[src/rtl/ddr_ia_loader.sv]
// Input-activation tile loader: issues DDR4 reads through the MIG app port and writes
// the returned beats, in order, into the IA BRAM starting at address 0.
module ddr_ia_loader #(
    parameter int DDR_ADDR_WIDTH  = 28,
    parameter int DDR_DATA_WIDTH  = 512,
    parameter int addr_width_ia   = 11,
    parameter int ADDR_STEP       = 8,
    parameter int MAX_OUTSTANDING = 16
) (
    input  logic                      clock,
    input  logic                      reset,
    input  logic                      start,
    input  logic [DDR_ADDR_WIDTH-1:0] base_addr,
    input  logic [addr_width_ia:0]    num_beats,
    output logic                      busy,
    output logic                      done,
    output logic                      len_error,
    input  logic                      c0_init_calib_complete,
    output logic [DDR_ADDR_WIDTH-1:0] c0_ddr4_app_addr,
    output logic [2:0]                c0_ddr4_app_cmd,
    output logic                      c0_ddr4_app_en,
    input  logic                      c0_ddr4_app_rdy,
    input  logic [DDR_DATA_WIDTH-1:0] c0_ddr4_app_rd_data,
    input  logic                      c0_ddr4_app_rd_data_valid,
    output logic                      ia_bram_we,
    output logic [addr_width_ia-1:0]  ia_bram_addr,
    output logic [DDR_DATA_WIDTH-1:0] ia_bram_wdata
);

    // state    | meaning
    // IDLE     | waiting for start; zero-length and oversize requests answered here
    // WAIT_CAL | request accepted, holding until DDR calibration completes
    // ISSUE    | issuing read commands, collecting returned beats
    // DRAIN    | all commands accepted, collecting remaining beats
    typedef enum logic [1:0] {
        S_IDLE     = 2'd0,
        S_WAIT_CAL = 2'd1,
        S_ISSUE    = 2'd2,
        S_DRAIN    = 2'd3
    } state_t;

    localparam int CW = addr_width_ia + 1;
    localparam int OW = $clog2(MAX_OUTSTANDING) + 1;
    localparam logic [CW-1:0] CAPACITY = {1'b1, {addr_width_ia{1'b0}}};
    localparam logic [OW-1:0] OUT_MAX  = OW'(MAX_OUTSTANDING);
    localparam logic [DDR_ADDR_WIDTH-1:0] STEP = DDR_ADDR_WIDTH'(ADDR_STEP);

    state_t                      state_q, state_d;
    logic [DDR_ADDR_WIDTH-1:0]   app_addr_q, app_addr_d;
    logic [CW-1:0]               num_q, num_d;
    logic [CW-1:0]               issued_q, issued_d;
    logic [CW-1:0]               received_q, received_d;
    logic [OW-1:0]               outst_q, outst_d;
    logic                        done_q, done_d;
    logic                        len_err_q, len_err_d;
    logic                        we_q, we_d;
    logic [addr_width_ia-1:0]    waddr_q, waddr_d;
    logic [DDR_DATA_WIDTH-1:0]   wdata_q, wdata_d;

    logic          app_en;
    logic          accept;
    logic          rd_ok;
    logic          start_ok;
    logic [CW-1:0] issued_inc;

    assign accept     = app_en & c0_ddr4_app_rdy;
    assign rd_ok      = c0_ddr4_app_rd_data_valid & ((state_q == S_ISSUE) | (state_q == S_DRAIN));
    assign start_ok   = start & (num_beats != '0) & (num_beats <= CAPACITY);
    assign issued_inc = issued_q + 1'b1;

    always_ff @(posedge clock or negedge reset) begin
        if (!reset) begin
            state_q    <= S_IDLE;
            app_addr_q <= '0;
            num_q      <= '0;
            issued_q   <= '0;
            received_q <= '0;
            outst_q    <= '0;
            done_q     <= 1'b0;
            len_err_q  <= 1'b0;
            we_q       <= 1'b0;
            waddr_q    <= '0;
            wdata_q    <= '0;
        end else begin
            state_q    <= state_d;
            app_addr_q <= app_addr_d;
            num_q      <= num_d;
            issued_q   <= issued_d;
            received_q <= received_d;
            outst_q    <= outst_d;
            done_q     <= done_d;
            len_err_q  <= len_err_d;
            we_q       <= we_d;
            waddr_q    <= waddr_d;
            wdata_q    <= wdata_d;
        end
    end

    always_comb begin
        state_d = state_q;
        unique case (state_q)
            S_IDLE:     if (start_ok) state_d = S_WAIT_CAL;
            S_WAIT_CAL: if (c0_init_calib_complete) state_d = S_ISSUE;
            S_ISSUE:    if (accept && (issued_inc == num_q)) state_d = S_DRAIN;
            S_DRAIN:    if (received_q == num_q) state_d = S_IDLE;
            default:    state_d = S_IDLE;
        endcase
    end

    always_comb begin
        app_en = (state_q == S_ISSUE) && (issued_q < num_q) && (outst_q < OUT_MAX);
        busy   = (state_q != S_IDLE);
    end

    always_comb begin
        app_addr_d = app_addr_q;
        num_d      = num_q;
        issued_d   = issued_q;
        received_d = received_q;
        outst_d    = outst_q;
        done_d     = 1'b0;
        len_err_d  = 1'b0;
        we_d       = rd_ok;
        waddr_d    = waddr_q;
        wdata_d    = wdata_q;

        if (state_q == S_IDLE && start) begin
            if (num_beats == '0) begin
                done_d = 1'b1;
            end else if (num_beats > CAPACITY) begin
                len_err_d = 1'b1;
            end else begin
                num_d      = num_beats;
                app_addr_d = base_addr;
                issued_d   = '0;
                received_d = '0;
                outst_d    = '0;
            end
        end

        // Received count already includes the final beat while its BRAM write is visible.
        if (state_q == S_DRAIN && received_q == num_q) begin
            done_d = 1'b1;
        end

        if (accept) begin
            app_addr_d = app_addr_q + STEP;
            issued_d   = issued_inc;
        end

        if (rd_ok) begin
            waddr_d    = received_q[addr_width_ia-1:0];
            wdata_d    = c0_ddr4_app_rd_data;
            received_d = received_q + 1'b1;
        end

        unique case ({accept, rd_ok})
            2'b10:   outst_d = outst_q + 1'b1;
            2'b01:   outst_d = outst_q - 1'b1;
            default: outst_d = outst_q;
        endcase
    end

    assign done             = done_q;
    assign len_error        = len_err_q;
    assign c0_ddr4_app_addr = app_addr_q;
    assign c0_ddr4_app_cmd  = 3'b001;
    assign c0_ddr4_app_en   = app_en;
    assign ia_bram_we       = we_q;
    assign ia_bram_addr     = waddr_q;
    assign ia_bram_wdata    = wdata_q;

endmodule

[config.mk]
export PLATFORM = sky130hd
export DESIGN_NAME = ddr_ia_loader
export DESIGN_NICKNAME = d
export VERILOG_FILES = /design/src/rtl/ddr_ia_loader.sv
export SDC_FILE = /design/constraint.sdc
export NUM_CORES = 1
export LEC_CHECK = 0
export ABC_AREA = 0
export BUFFER_PORTS_ARGS = -buffer_cell sky130_fd_sc_hd__buf_4
export CAP_MARGIN = 20
export CELL_PAD_IN_SITES_DETAIL_PLACEMENT = 0
export CELL_PAD_IN_SITES_GLOBAL_PLACEMENT = 1
export CORE_AREA = 2 2 437 439
export DETAILED_ROUTE_END_ITERATION = 12
export DIE_AREA = 0 0 439 441
export PLACE_DENSITY = 0.35
export SLEW_MARGIN = 20
export SYNTH_ARGS = -nofsm -noshare
export SYNTH_HDL_FRONTEND = slang
export SYNTH_SLANG_ARGS = --single-unit
[constraint.sdc]
create_clock -name clock -period 4.5 [get_ports clock]
set_clock_uncertainty 0.2 [all_clocks]
set_input_delay 0.225 -clock clock [delete_from_list [all_inputs] [get_ports clock]]
set_output_delay 0.225 -clock clock [all_outputs]
set_load 0.005 [all_outputs]
* Yosys cells after proc, flatten, opt, wreduce, memory -nomap -nowiden *
Index checks and enable logic that the tools add are counted.

storage, ports and cells
  memory bits (writable) = 0
  bits of input ports = 558
  memories kept = 0
  register bits = 597
  memory bits (read-only) = 0
  output and inout port bits = 559
  logic and storage cells = 79
  latch bits = 0

cells by class
  muxes and demuxes = 21
  bitwise gates (word level) = 7
  shift operators = 0
  reduce and logical (&&, ||, !) cells = 16
  div/mod/pow operators = 0
  $lt $le $gt $ge = 4
  $mul = 0
  add/subtract/negate cells = 5
  equal/unequal tests = 15

operators by type and width
  operator                                               number
  2-to-1 mux 28 bit                                      4
  2-to-1 mux 12 bit                                      5
  adder 28 x 4 -> 28 bit, second input constant          1
  adder 12 x 1 -> 12 bit, second input constant          2
  equality test 12 bit                                   2
  greater-than comparator 12 bit, second input constant  1
  <= comparator 12 bit, second input constant            1
  zero test 12 bit                                       1
  < comparator 12 bit                                    1
  inequality test 2 bit, second input constant           6
  nonzero test 12 bit                                    1
  one-hot mux 5 bit (2 select lines)                     1
  AND reduction 3 bit                                    3
  2-to-1 mux 2 bit                                       4
  one-hot mux 2 bit (4 select lines)                     1
  nonzero test 2 bit                                     4
  equality test 2 bit, second input constant             3
  2-to-1 mux 1 bit                                       6
  adder 5 x 1 -> 5 bit, second input constant            1
  logical AND 1 bit                                      5
  < comparator 5 bit, second input constant              1
  subtractor 5 x 1 -> 5 bit, second input constant       1
  AND 1 bit                                              4
  equality test 2 x 1 -> 1 bit, second input constant    2
  5 further kinds                                        7

* Logic depth before layout (Yosys ltp) *
  word-level depth = 7
  gate-level depth with buffers = 19
  mapped depth without buffers = 16

* Worst setup path before layout *
Ideal clock, no wire load.

  path type = reg2reg
  start point = reg num_q[11]
  end point = reg outst_q[4]
  required time = 4.175 ns
  period minus slack after synthesis = 4.081 ns
  stages on the path, launching flop included = 20
  library setup time = 0.125 ns
  path slack = 0.419 ns
  data arrival time = 3.756 ns
  buffers on the path = 3
  cell sequence = dfrtp_1 > inv_1 > ha_1 > a211oi_1 > o211ai_1 > or3b_1 > buf_2 > nor2_2 > inv_2 > clkbuf_1 > ha_1 > clkbuf_1 > xor2_1 > ha_1 > o21a_1 > o22a_1 > a21oi_1 > xor2_1 > nor2_1 > xor2_1

between the ends
  cells in the longest elaborated chain, start to end = 6
  elaborated cells between the ends (all ways) = 8
  those cells by class = order compare: 1; eq/ne: 2; mux: 1; bitwise: 1; reduce/logical: 3

RTL lines
  element                                                                          RTL line  RTL
  start, declared                                                                  50        logic [CW-1:0] num_q, num_d;
  start signal, assigned                                                           87        num_q <= num_d;
  < comparator 12 bit *                                                            111       app_en = (state_q == S_ISSUE) && (issued_q < num_q) && (outst_q < OUT_MAX);
  logical AND 1 bit * (2 in series)                                                111
  AND 1 bit *                                                                      66        assign accept = app_en & c0_ddr4_app_rdy;
  equality test 2 x 1 -> 1 bit / equality test 2 bit (equally long branches)       157       unique case ({accept, rd_ok})
  one-hot mux 5 bit (2 select lines) / nonzero test 2 bit (equally long branches)  -
  end signal, assigned                                                             90        outst_q <= outst_d;
  end, declared                                                                    53        logic [OW-1:0] outst_q, outst_d;

Every way passes the cells marked *; elsewhere a longest branch is shown, timed or not.
A chain may end at the register's enable or synchronous reset.

* Worst setup path in the final report *
Ends and elaborated chain as after synthesis.

==> key figures <==
Critical path
  • CP arrival: approximately 4200 ps
  • Reg2Reg Depth: 16
  • Worst Path Required: 4890 ps
  • CP Launch Point: num_q[11]
  • Crit path max fanout: 8
  • Crit path kind: reg -> reg
  • FF-to-FF Start: num_q[11]
  • Startpoint Class: flop
  • Critical path endpoint category: flop

Finish
  • NumNets Final: between 5000 and 6000
  • Area grow syn2layout: 92.6%
  • Fillcell total: 20800
  • Multi-input gate area: 0.00851 mm2
  • Fraction of layout instances using a drive strength above 1: 0.276
  • Storage cell area: 0.0149 mm2
  • Layout Cells excl Fill: between 7000 and 8000

Place
  • Placed cells: 6246
  • Port Buffers: 1113
  • Routability congestion estimate: 0.759
  • DP HPWL: 104000 um

Logic synthesis
  • Seq/Total Area, Yosys: 0.620
  • Cell area after synthesis: 0.0241 mm2
  • FF+latch count, synth: 597
  • Post-synth top flop: dfrtp_1
  • Ranking of synthesized cells by area: dfrtp_1 (62%), nand2_1 (25%), clkbuf_1 (1.9%), ha_1 (1.2%), o21ai_0 (1.1%)
  • Synth top cells by count: nand2_1 (1623), dfrtp_1 (597), clkbuf_1 (123)
  • Post-synth ARST share: 1.00
  • Average size of a mapped cell: slightly below 9 um2
  • Most common cell in the netlist: nand2_1
  • Warnings from Yosys: 0
  • Synth top area share: 0.620
  • Netlist cell types: 70
  • Synth Instances: 2735
  • Synth area leader: dfrtp_1
  • EDFF count, synth: 0

Die
  • DIE HEIGHT: about 440 um
  • Die Wd: 439 um
  • Core Area: 0.189 mm2
  • Die Area: ~0.19 mm2
  • Site Rows: 160
  • Initial core utilization: 0.127
  • Io pins: 1117

Detailed routing
  • Post-Route WL: 142000 um
  • Vias: 25400
  • Initial DRT Pass Iterations: 5
  • Via/cell ratio: 3.52
  • Drt wl/cell: 19.6 um
  • Initial drt markers: 1113
  • Post-route ant nets: 0
  • Drc violations: 0

Global route
  • First-pass GRT wire length: a little under 200000 um
  • Initial antenna violation count: 30
  • Global route overflow: 0
  • Total global-route track usage: 0.142
  • Largest net degree at the start of global routing: 162
  • Number of global-route vias before repair: 26800

STA
  • Fin crit share: 0.846
  • Worst-margin pin slew: 958 ps
  • Final Hold Violating Endpoints: 0
  • Final Setup Violations: 0
  • Fin Setup TNS: 0 ps
  • Max Slew Vio Count: 0
  • Min Tclk post-route: about 3800 ps
  • Fmax: 263 MHz
  • Max_slew headroom: 0.361
  • RSZ-0062 raised after global routing: false

Clock tree
  • Setup Buffers After CTS: 0
  • CTS H-tree lvls: 3
  • Clk_lat worst skew: 700 ps
  • Clock tree root buffer cell: clkbuf_16
  • Longest Clk Path Bufs: 3
  • CTS tree: built
  • Hold_buf cts: 823
  • Post-CTS resize count: 0
  • CTS Buf Count: 86
  • Clock Pin Slew Worst Setup and Hold Paths: 60 ps
  • Num Clock Sinks: a little under 600

Status
  • Status: completed

Run
  • Max-Cap Viols: 0

Power
  • Leakage: 23.4 nW
  • Worst VDD drop: 0.000246 V
  • Power per cell area: 353 mW/mm2

Min path
  • WHS Path Cells: 5
  • Hold_sp: c0_ddr4_app_rd_data_valid
  • Hold/Removal Path Class: in -> reg
==> layout by cell type (no fill, tap or decap), types with 4 or more instances in the layout <==
cell type      synthesis  routed
a211o_1                6       6
a21o_1                 4       4
a21oi_1               22      22
a31oi_1                6       6
and3_1                14      14
buf_12                 0      11
buf_4                  5    1131
clkbuf_1             123      17
clkbuf_16              0      86
clkbuf_8               0      24
clkinv_2               0      10
dfrtp_1              597     597
diode_2                0       6
dlygate4sd3_1          0     822
ha_1                  24      24
inv_1                 26      26
inv_6                  0       5
mux2_2                 4       4
nand2_1             1623    1623
nand2b_1               4       4
nand3_1               22      22
nand4_1               10      10
nor2_1                31      31
nor3_1                15      15
nor4_1                 8       8
o21ai_0               55      55
o221a_2                7       7
o22ai_1                4       4
or3_1                  5       5
xnor2_1               13      13
xor2_1                24      24
==> report_power, final <==
group	total (W)	internal, W	switching (W)
registers	0.00625	0.00587	0.000383
clock network	0.00687	0.00401	0.00287
logic	0.00326	0.00172	0.00154
==> stage by stage <==
| stage | setup slack [ps] | instance area (um2) | util | hold slack, ps | total power (W) |
|---|---|---|---|---|---|
| 2_1_floorplan | 419 | 24100 | - | -271 | 0.00715 |
| 6_report | 691 | 46400 | 0.245 | 79.2 | 0.0164 |
| 3_5_place_dp | 655 | 35400 | 0.187 | 101 | 0.00908 |
| 3_3_place_gp | 670 | 35400 | 0.187 | 104 | 0.00909 |
| 5_1_grt | 392 | 46400 | 0.245 | 52.4 | 0.0174 |
| 4_1_cts | 632 | 46400 | 0.245 | 0.268 | 0.0169 |
==> registers in the layout (all words and copies together), names as in the netlist <==
register and flops:
ia_bram_we 1, received_q 12, ia_bram_wdata 512, num_q 12, state_q 2, outst_q 5, c0_ddr4_app_addr 28, len_error 1
done 1, issued_q 12, ia_bram_addr 11
==> worst max-delay path: stages, from the launching register on <==
cell and delay, ps:
dfrtp_1 390, inv_1 70, ha_1 320, a211oi_1 230
o211ai_1 230, or3b_1 440, nor2_2 140, inv_2 50
ha_1 290, xor2_1 200, ha_1 220, o21a_1 170
o22a_1 190, a21oi_1 180, xor2_1 160, nor2_1 60
xor2_1 140
==> logic make-up after synthesis <==
logic type,after synthesis,synth area share
adder cells (fa/ha/maj),24,0.0125
buffers and inverters,172,0.0285
multiplexers,5,0.00228
AND/OR/NAND/NOR,1751,0.282
flip-flops,597,0.620
other,2,0.000311
XOR/XNOR,37,0.0134
AO/OA/AOI/OAI,147,0.0412
==> layout make-up <==
type                            count  area share
Clock buffer                      127      0.0548
Inverter                           28     0.00242
Tap cell                         2511      0.0677
Multi-Input combinational cell   1967       0.183
Antenna cell                        6    0.000323
Timing Repair Buffer             1966       0.366
Clock inverter                     21     0.00420
Sequential cell                   597       0.322
==> final timing paths <==
check	to	slack, ps
max	outst_q[4]	690
min	ia_bram_wdata[391]	80
max reg2reg	outst_q[4]	690
min reg2reg	ia_bram_wdata[392]	270
max in group asynchronous	ia_bram_wdata[110]	3300
min in group asynchronous	ia_bram_wdata[499]	170
==> per-layer routing <==
| metal | vias to the layer above | part of all wire | GRT usage |
|---|---|---|---|
| li1 | 12400 | - | - |
| met2 | 754 | 0.50 | 0.245 |
| met3 | 188 | 0.071 | 0.0437 |
| met4 | 6 | 0.024 | 0.0427 |
| met5 | - | 0.00031 | 0 |
| met1 | 12100 | 0.40 | 0.166 |
Note: power is estimated with default switching activity, not from simulation.
